==> config.mk <==
export PLATFORM = sky130hd
export DESIGN_NAME = par2serial_tx_flat
export DESIGN_NICKNAME = d
export VERILOG_FILES = /design/src/rtl/par2serial_tx_if.sv /design/src/rtl/par2serial_tx.sv /design/src/flat_wrapper.sv
export SDC_FILE = /design/constraint.sdc
export NUM_CORES = 1
export LEC_CHECK = 0
export BUFFER_PORTS_ARGS = -buffer_cell sky130_fd_sc_hd__buf_2
export CORE_ASPECT_RATIO = 1.25
export CORE_MARGIN = 5
export CORE_UTILIZATION = 59
export DETAILED_ROUTE_END_ITERATION = 6
export PLACE_DENSITY = 0.85
export RECOVER_POWER = 25
export SYNTH_ARGS = -nofsm -noshare
export SYNTH_HDL_FRONTEND = slang
export SYNTH_SLANG_ARGS = --single-unit
==> constraint.sdc <==
create_clock -name clk -period 4.56 [get_ports clk]
set_clock_uncertainty 0.05 [all_clocks]
set_input_delay 0.456 -clock clk [delete_from_list [all_inputs] [get_ports clk]]
set_output_delay 0.456 -clock clk [all_outputs]
set_load 0.03 [all_outputs]
==> src/rtl/par2serial_tx_if.sv <==
// Byte handshake between the upstream 2:1 mux and the serializer.
// The upstream side drives data and valid; the serializer answers with ready.
interface par2serial_tx_if #(
    parameter int unsigned DATA_W = 8
) ();
    logic [DATA_W-1:0] data_in;
    logic              valid_in;
    logic              ready_out;

    modport master (output data_in, output valid_in, input ready_out);
    modport slave  (input data_in, input valid_in, output ready_out);
endinterface

==> src/rtl/par2serial_tx.sv <==
// MSB-first byte serializer with a one-entry holding buffer. Empty slots carry IDLE_SYM.
// After reset it sends SYNC_SYMS idle symbols before it starts accepting data.
module par2serial_tx #(
    parameter int unsigned           DATA_W    = 8,
    parameter logic [DATA_W-1:0]     IDLE_SYM  = 8'hBC,
    parameter int unsigned           SYNC_SYMS = 4
) (
    input  logic            clk,
    input  logic            reset,
    par2serial_tx_if.slave  bus,
    output logic            serial_out,
    output logic            sym_start,
    output logic            sym_is_data,
    output logic            in_sync
);
    localparam int unsigned CNT_W  = (DATA_W > 1) ? $clog2(DATA_W) : 1;
    localparam int unsigned SYNC_W = $clog2(SYNC_SYMS + 1);
    localparam logic [CNT_W-1:0]  LAST_BIT  = CNT_W'(DATA_W - 1);
    localparam logic [SYNC_W-1:0] LAST_SYNC = SYNC_W'(SYNC_SYMS - 1);

    typedef enum logic [0:0] {StSync, StActive} state_t;

    state_t              state;
    logic [DATA_W-1:0]   hold;
    logic                hold_full;
    logic [DATA_W-1:0]   cur_sym;
    logic                cur_is_data;
    logic [CNT_W-1:0]    bit_cnt;
    logic [SYNC_W-1:0]   sync_cnt;
    logic                accept;
    logic                at_last;

    assign bus.ready_out = (state == StActive) && !hold_full;
    assign accept        = bus.valid_in && bus.ready_out;
    assign at_last       = (bit_cnt == LAST_BIT);

    always_ff @(posedge clk) begin
        if (reset) begin
            serial_out  <= 1'b0;
            sym_start   <= 1'b0;
            sym_is_data <= 1'b0;
            in_sync     <= 1'b0;
            hold        <= '0;
            hold_full   <= 1'b0;
            bit_cnt     <= '0;
            cur_sym     <= IDLE_SYM;
            cur_is_data <= 1'b0;
            sync_cnt    <= '0;
            state       <= StSync;
        end else begin
            serial_out  <= cur_sym[LAST_BIT - bit_cnt];
            sym_start   <= (bit_cnt == '0);
            sym_is_data <= cur_is_data;
            bit_cnt     <= at_last ? '0 : bit_cnt + 1'b1;

            // Symbol boundary: buffered byte first, then same-edge bypass, else idle.
            if (at_last) begin
                if (hold_full) begin
                    cur_sym     <= hold;
                    cur_is_data <= 1'b1;
                    hold_full   <= 1'b0;
                end else if (accept) begin
                    cur_sym     <= bus.data_in;
                    cur_is_data <= 1'b1;
                end else begin
                    cur_sym     <= IDLE_SYM;
                    cur_is_data <= 1'b0;
                end
            end

            // accept implies the buffer is empty, so this never collides with a drain.
            if (accept && !at_last) begin
                hold      <= bus.data_in;
                hold_full <= 1'b1;
            end

            case (state)
                StSync: begin
                    if (at_last) begin
                        sync_cnt <= sync_cnt + 1'b1;
                        if (sync_cnt == LAST_SYNC) begin
                            state   <= StActive;
                            in_sync <= 1'b1;
                        end
                    end
                end
                StActive: begin
                    in_sync <= 1'b1;
                end
                default: begin
                    state <= StSync;
                end
            endcase
        end
    end
endmodule

==> src/flat_wrapper.sv <==
// flat-port wrapper written by rule: the top's interface ports become plain ports
module par2serial_tx_flat 
#(
    parameter int unsigned           DATA_W    = 8,
    parameter logic [DATA_W-1:0]     IDLE_SYM  = 8'hBC,
    parameter int unsigned           SYNC_SYMS = 4
)
  (clk, reset, serial_out, sym_start, sym_is_data, in_sync, bus_data_in, bus_valid_in, bus_ready_out);
  par2serial_tx_if #(.DATA_W(DATA_W)) bus_i ();
  input  logic clk;
  input  logic reset;
  output logic serial_out;
  output logic sym_start;
  output logic sym_is_data;
  output logic in_sync;
  input wire logic [$bits(bus_i.data_in)-1:0] bus_data_in;
  input wire logic [$bits(bus_i.valid_in)-1:0] bus_valid_in;
  output wire logic [$bits(bus_i.ready_out)-1:0] bus_ready_out;
  assign bus_i.data_in = bus_data_in;
  assign bus_i.valid_in = bus_valid_in;
  assign bus_ready_out = bus_i.ready_out;
  par2serial_tx #(.DATA_W(DATA_W), .IDLE_SYM(IDLE_SYM), .SYNC_SYMS(SYNC_SYMS)) u_core (.clk(clk), .reset(reset), .bus(bus_i), .serial_out(serial_out), .sym_start(sym_start), .sym_is_data(sym_is_data), .in_sync(in_sync));
endmodule
== After elaboration in Yosys (flattened, before gate mapping) ==
Index checks and enable logic that the tools add are counted.

* Output and inout bits: 5
* Bits of input ports: 11
* Register bits: 29
* Logic and storage cells: 44

* Reduce and logical (&&, ||, !) cells: 10
* Multiplexer cells: 14
* Equal/unequal tests: 4
* Add/sub/neg operators: 3
* Order comparisons: 1
* Bitwise gates (word level): 1

{| class="wikitable"
|+ Operators by type and width
! cell !! count
|-
| two-way mux 8 bit || 2
|-
| two-way mux 1 bit || 10
|-
| adder 3 x 1 -> 3 bit (second input constant) || 2
|-
| < comparator 3 x 4 -> 1 bit (second input constant) || 1
|-
| != test 2 x 1 -> 1 bit (second input constant) || 2
|-
| AND reduction 2 bit || 2
|-
| binary-select mux 1 bit (select 3 bit) || 1
|-
| == test 3 x 2 -> 1 bit (second input constant) || 1
|-
| == test 3 bit (second input constant) || 1
|-
| logical AND 1 bit || 3
|-
| zero test 3 bit || 1
|-
| subtractor 3 bit (first input constant) || 1
|-
| zero test 1 bit || 2
|-
| case mux 1 bit (2 select lines) || 1
|-
| nonzero test 2 bit || 1
|-
| OR reduction 2 bit || 1
|-
| inverter 1 bit || 1
|}

== Longest topological paths before layout ==
Gate-level depths: netlist (run 1).

* Depth in word-level cells: 5
* Gate-level depth with buffers: 6
* Gate-level depth less buffers: 5

== Worst setup path after synthesis (run 1) ==
Ideal clock, no wire load.

* Path kind: register to register
* From: reg u_core.bit_cnt[0]
* To: reg u_core.hold[7]
* Arrival time: 1385 ps
* Required time: 4382 ps
* Stages on the path, launching flop included: 7
* Path buffers: 1
* Slack: 2997 ps
* Library setup time: 128 ps
* Clock period less this slack: 1563 ps
* Cells stage by stage: dfxtp_1 -> ha_1 -> ha_1 -> and4bb_1 -> buf_6 -> mux2i_1 -> nor2_1

* Longest elaborated chain between the ends: 3

{| class="wikitable"
|+ RTL lines
! what !! RTL line !! RTL
|-
| start, declared || par2serial_tx.sv:28 || <nowiki>logic [CNT_W-1:0] bit_cnt;</nowiki>
|-
| start signal, assigned || par2serial_tx.sv:54 || <nowiki>bit_cnt <= at_last ? '0 : bit_cnt + 1'b1;</nowiki>
|-
| == test 3 bit || par2serial_tx.sv:35 || <nowiki>assign at_last = (bit_cnt == LAST_BIT);</nowiki>
|-
| via u_core.at_last || par2serial_tx.sv:31 || <nowiki>logic at_last;</nowiki>
|-
| zero test 1 bit || par2serial_tx.sv:72 || <nowiki>if (accept && !at_last) begin</nowiki>
|-
| logical AND 1 bit || par2serial_tx.sv:72 ||
|-
| end signal, assigned || par2serial_tx.sv:73 || <nowiki>hold <= bus.data_in;</nowiki>
|-
| end, declared || par2serial_tx.sv:24 || <nowiki>logic [DATA_W-1:0] hold;</nowiki>
|}

The timed path passes the listed nets, and every way through them passes these cells.
A chain may end at the register's enable or synchronous reset.

== Final worst setup path (run 1) ==
* From: reg u_core.bit_cnt[0]
* To: reg u_core.hold[0]

Same word-level chain as after synthesis.

==> flow_summary.toml, run 1 <==
[global_route]
grt_start_max_net_pins = 25
grtUsageTotal = 0.156
gr-total-overflow = 0
grt_first_pass_wirelength_mm = 3.53
grt_antenna_before_repair = 0
grt_pass1_vias = 861

[min_path]
min_to = "u_core.hold[4]$_SDFFE_PP0P_"
worstHoldStart = "bus_data_in[4]"
min_path_type = "input pin to flop"
hold_depth = 3

[power]
switchingPower_mw = 0.101
power_leakage_nw = 0.507
pwr-share-comb = 0.060
p_int_mw = 0.330
powerDensity_mw_per_mm2 = 330
p_clk_frac = 0.332
sequentialPowerShare = 0.608
p_total_mw = 0.431
vdd_ir_drop_max_mv = 0.265
p_sw_frac = 0.234

[cts]
cts_tree = "built"
htreeDepth = 2
clock_sinks = 29
root_buffer = "clkbuf_4"
clk_path_buf_depth = 2
clkTransAtPathRegs_ps = 80
cts_resized = 0
clock_latency_ps = 320
cts_setup_buffers = 0
hold_buffers = 0
cts_made_buffers = 5

[synth]
synthTopCellsByArea = "dfxtp_1 48%, mux2i_1 11%, nor2_1 6.5%"
ys_seq_area_frac = 0.482
yosys.area.top_type = "dfxtp_1"
synth_cell_types = 25
syn_nets = 135
synth_top_cell_area_share = 0.482
mappedNetlistArea_sq_mm = 0.00120
syn_inst = 119
synth_seq_cells = 29
syn_avg_cell_area_sq_um = 10.1
synth_warnings = 0

[critical_path]
rrSetupSlack_ps = 2480
critPathLaunchType = "flop"
path_cells = "ha_1 -> ha_1 -> and4bb_1 -> mux2i_1 -> nor2_1"
endpoint_kind = "flop"
arrival_ps = 2210
path_class = "flop to flop"
r2r_start = "u_core.bit_cnt[0]$_SDFF_PP0_"
cpMaxStageDelayCell = "and4bb_1"
cp_slowest_stage_delay_ps = 640
crit_start = "u_core.bit_cnt[0]$_SDFF_PP0_"
critPathTopFamily = "simple AND/OR/NAND/NOR gates"
r2r_cells = 5
worstPathRequired_ps = 4690
worstPathMaxFanout = 13
worst-path-buf-inv = 0
cp_common_cell = "ha_1"
r2r-end = "u_core.hold[0]$_SDFFE_PP0P_"

[final_layout]
diodes = 0
final_core_util = 0.667
drive_above_1_share = 0.147
final_cell_mix = "29 x dfxtp_1, 21 x nor2_1, 13 x mux2i_1"
layout_commonest_cell = "dfxtp_1"
nFillCells = 163
areaGrowthSynthToFinish_pct = 8.63
register_area_sq_um = 581
multiInputGateArea_sq_um = 564
nets = 151

[sta]
hold-worst-slack_ps = 332
fin_crit_ps = 2080
slew-limit-headroom = 0.352
slew_violations = 0
fin_ws_ps = 2480
fmax_mhz = 480
setup_viol = 0
rsz0062_at_grt = "false"
final-hold-violation-count = 0
tightest_slew_ps = 972
setup_tns_ps = 0
finalCritPeriodShare = 0.456

[route]
wl_per_cell_um = 12.8
drtIter0Drc = 21
final_antenna_net_count = 0
drt_pre_antenna_iters = 5
wirelength_mm = 2.00
drc = 0
vias = 865
drt-vias-per-instance = 5.54

[floorplanning]
die_h_um = 60.5
die_area_sq_mm = 0.00305
start_util = 0.614
dieWidth_um = 50.4
ios = 16
rows = 18
core-area_sq_mm = 0.00196

[run]
maxCapViolCount = 0

[place]
port_buffers = 15
place_ws_ps = 2520
hpwl_mm = 1.44
globalplace.congestion = 0.783

[outcome]
status = "complete, no violations"
-- worst reg2reg max path: stages (launching register included) --
cell      delay (ps)
dfxtp_1          380
ha_1             230
ha_1             330
and4bb_1         640
mux2i_1          260
nor2_1            60
-- how the worst max path moves through the flow --
stage,to,slack (ps),depth (start not counted)
finish,u_core.hold[0]$_SDFFE_PP0P_,2480,5
global route,u_core.hold[0]$_SDFFE_PP0P_,2360,5
CTS,u_core.hold[0]$_SDFFE_PP0P_,2490,5
detailed placement,u_core.hold[0]$_SDFFE_PP0P_,2520,5
global placement,u_core.hold[0]$_SDFFE_PP0P_,2580,5
floorplan,u_core.hold[7]$_SDFFE_PP0P_,3000,6
-- flip-flops by register name, summed over array words and instances (netlist names) --
register            count
u_core.bit_cnt          3
u_core.serial_out       1
u_core.hold             8
u_core.cur_sym          8
u_core.state            1
u_core.sync_cnt         3
u_core.cur_is_data      1
u_core.in_sync          1
u_core.sym_start        1
u_core.sym_is_data      1
u_core.hold_full        1
-- layer usage --
| layer | global-route usage | share of wire | vias up |
|---|---|---|---|
| met3 | 0.0688 | 0.062 | 5 |
| met4 | 0.0876 | 0.023 | 0 |
| li1 | - | - | 439 |
| met2 | 0.271 | 0.51 | 18 |
| met1 | 0.155 | 0.41 | 403 |
| met5 | 0 | 0 | - |
-- Yosys cell counts (all sizes together) --
| library cell | n |
|---|---|
| a21oi | 9 |
| o311ai | 2 |
| buf | 4 |
| clkbuf | 2 |
| nor3 | 1 |
| xor2 | 1 |
| nor2b | 2 |
| nor2 | 21 |
| nand2b | 2 |
| nand2 | 7 |
| ha | 5 |
| and2 | 2 |
| mux4 | 2 |
| nand4b | 4 |
| or2 | 2 |
| and4bb | 1 |
| mux2i | 13 |
| a21o | 1 |
| inv | 5 |
| nor3b | 1 |
| dfxtp | 29 |
| a311oi | 3 |
-- metrics by stage --
| step | cells | area, sq um |
|---|---|---|
| final | 156 | 1310 |
| after global routing | 156 | 1310 |
| after CTS | 156 | 1310 |
| after detailed placement | 148 | 1260 |
| after global placement | 148 | 1260 |
| after floorplan | 119 | 1200 |
-- cells by family after synthesis --
group	synth area share
and+or+nand+nor	0.184
DFF	0.482
AOI/OAI and AO/OA	0.0800
muxes	0.146
buffers and inverters	0.0489
adders and majority gates	0.0520
xor gates and xnor gates	0.00728
-- area by class of cell --
type                            instances  share of cell area
Tap cell                               20              0.0191
Clock buffer                            8              0.0373
Inverter                                5              0.0144
Timing Repair Buffer                   15              0.0536
Multi-Input combinational cell         79               0.432
Sequential cell                        29               0.444
-- power groups by stage --
stage / combinational [mW] / sequential [mW] / clock, mW
2_1_floorplan: 0.0129 / 0.271 / 0
3_3_place_gp: 0.0261 / 0.268 / 0
3_5_place_dp: 0.0266 / 0.268 / 0
4_1_cts: 0.0269 / 0.262 / 0.145
5_1_grt: 0.0292 / 0.263 / 0.159
6_report: 0.0259 / 0.262 / 0.143
No activity file was read; power rests on OpenSTA's default activity.
==> run 2: changes to the inputs <==
--- a/config.mk
+++ b/config.mk
@@ -8,9 +8,9 @@
 export BUFFER_PORTS_ARGS = -buffer_cell sky130_fd_sc_hd__buf_2
 export CORE_ASPECT_RATIO = 1.25
 export CORE_MARGIN = 5
-export CORE_UTILIZATION = 59
+export CORE_UTILIZATION = 55
 export DETAILED_ROUTE_END_ITERATION = 6
-export PLACE_DENSITY = 0.85
+export PLACE_DENSITY = 0.81
 export RECOVER_POWER = 25
 export SYNTH_ARGS = -nofsm -noshare
 export SYNTH_HDL_FRONTEND = slang
==> constraint.sdc (replaced) <==
create_clock -name clk -period 2.1 [get_ports clk]
set_clock_uncertainty 0.05 [all_clocks]
set_input_delay 0.21 -clock clk [delete_from_list [all_inputs] [get_ports clk]]
set_output_delay 0.21 -clock clk [all_outputs]
set_load 0.03 [all_outputs]
==> run 2 against run 1 <==
Net effect:
- flip-flop and latch count unchanged
- critical path depth increased by 1
- clock power increased by 130%
- hold slack got worse by 250 ps
- global-route usage decreased by 0.86 points
- largest cell class unchanged
- non-clock buffer count increased by 2
- utilization decreased by 4.9 points
- critical endpoint is now u_core.cur_sym[4]$_SDFFE_PP1P_
- largest power group unchanged
- register-to-register slack got worse by 2200 ps
==> flow_summary.toml, run 2 (synthesized netlist as in run 1, its figures left out) <==
[outcome]
status = "complete, no violations"

[cts]
cts_made_buffers = 5
cts_resized = 0
clock_latency_ps = 320
clkTransAtPathRegs_ps = 90
hold_buffers = 0
clock_sinks = 29
root_buffer = "clkbuf_4"
htreeDepth = 2
cts_setup_buffers = 0
cts_tree = "built"
clk_path_buf_depth = 2

[route]
vias = 880
drt-vias-per-instance = 5.57
drc = 0
wl_per_cell_um = 13.3
final_antenna_net_count = 0
drt_pre_antenna_iters = 4
wirelength_mm = 2.10
drtIter0Drc = 16

[global_route]
grt_first_pass_wirelength_mm = 3.56
use_met1 = 0.160
top_usage_layer = "met2"
grtUsageTotal = 0.147
met2_usage = 0.237
grt_pass1_vias = 821
grt_start_max_net_pins = 25
use_met3 = 0.0646
gr-total-overflow = 0
grt_antenna_before_repair = 0

[critical_path]
critPathLaunchType = "flop"
path_class = "flop to flop"
arrival_ps = 1940
worstPathMaxFanout = 12
endpoint_kind = "flop"
worstPathRequired_ps = 2250

[power]
switchingPower_mw = 0.220
powerDensity_mw_per_mm2 = 726
power_leakage_nw = 0.505
p_int_mw = 0.742
pwr-share-comb = 0.060
p_sw_frac = 0.229
sequentialPowerShare = 0.591
p_clk_frac = 0.349
vdd_ir_drop_max_mv = 0.452

[run]
maxCapViolCount = 0

[sta]
tightest_slew_ps = 536
slew-limit-headroom = 0.642
setup_viol = 0
finalCritPeriodShare = 0.855
hold-worst-slack_ps = 83.5
setup_tns_ps = 0
final-hold-violation-count = 0
rsz0062_at_grt = "false"
slew_violations = 0
fmax_mhz = 557
fin_crit_ps = 1800

[final_layout]
final_cell_mix = "29 x dfxtp_1, 21 x nor2_1, 13 x mux2i_1"
reg_top3 = "u_core.cur_sym: 8 flops, u_core.hold: 8 flops"
layout_commonest_cell = "dfxtp_1"
diodes = 0
nets = 153
areaGrowthSynthToFinish_pct = 9.98
drive_above_1_share = 0.161

[floorplanning]
core-area_sq_mm = 0.00214
rows = 19
die_area_sq_mm = 0.00323
dieWidth_um = 51.8
start_util = 0.563
die_h_um = 62.3
ios = 16

[place]
port_buffers = 15
globalplace.congestion = 0.780
hpwl_mm = 1.52

[min_path]
min_path_type = "input pin to flop"
run 2: cell types whose count changed in the layout (fill, tap and decap cells not counted):
cell and change:
nand4b_1 +1, clkbuf_8 +1, nand4b_2 -1, clkbuf_1 -2, buf_4 +2
run 2: metal layers:
layer	routed length, um	up-vias
met1	884	408
li1	-	453
met4	39	0
met2	1080	15
met5	0	-
met3	103	4
run 2: stage by stage:
stage | setup WS, ps | cells | power (mW) | instance area (sq um) | utilization
5_1_grt | 150 | 158 | 1.01 | 1320 | 0.619
6_report | 305 | 158 | 0.962 | 1320 | 0.619
3_5_place_dp | 312 | 151 | 0.642 | 1280 | 0.598
2_1_floorplan | 537 | 119 | 0.617 | 1200 | -
4_1_cts | 289 | 158 | 0.972 | 1340 | 0.624
3_3_place_gp | 379 | 151 | 0.639 | 1280 | 0.598
run 2: cell type report:
cell class / instances / area (sq um)
inverters: 5 / 18.8
multi-input cells: 79 / 558
well taps: 21 / 26.3
clock buffers: 7 / 55.1
repair buffers: 17 / 85.1
flip-flops and latches: 29 / 581
fillers: 179 / 816
run 2: path summary, 6_finish.rpt:
| path | depth (start not counted) | end | startpoint | slack, ps |
|---|---|---|---|---|
| setup reg to reg | 6 | u_core.cur_sym[4]$_SDFFE_PP1P_ | u_core.bit_cnt[1]$_SDFF_PP0_ | 300 |
| hold reg to reg | 2 | u_core.in_sync$_SDFFE_PP0P_ | u_core.in_sync$_SDFFE_PP0P_ | 400 |
| setup / recovery | 6 | u_core.cur_sym[4]$_SDFFE_PP1P_ | u_core.bit_cnt[1]$_SDFF_PP0_ | 300 |
| hold / removal | 3 | u_core.hold[6]$_SDFFE_PP0P_ | bus_data_in[6] | 80 |
run 2: power groups by stage:
stage | combinational [mW] | sequential, mW | clock, mW
floorplan | 0.0281 | 0.589 | 0
global placement | 0.0574 | 0.582 | 0
detailed placement | 0.0590 | 0.583 | 0
CTS | 0.0595 | 0.570 | 0.343
global route | 0.0639 | 0.571 | 0.379
finish | 0.0576 | 0.569 | 0.335
run 2: critical path, cell delays in order, from the launching register on:
cell and delay [ps]:
dfxtp_1 440, ha_1 200, ha_1 170, buf_4 190
inv_1 90, nor3_1 410, a21oi_1 120
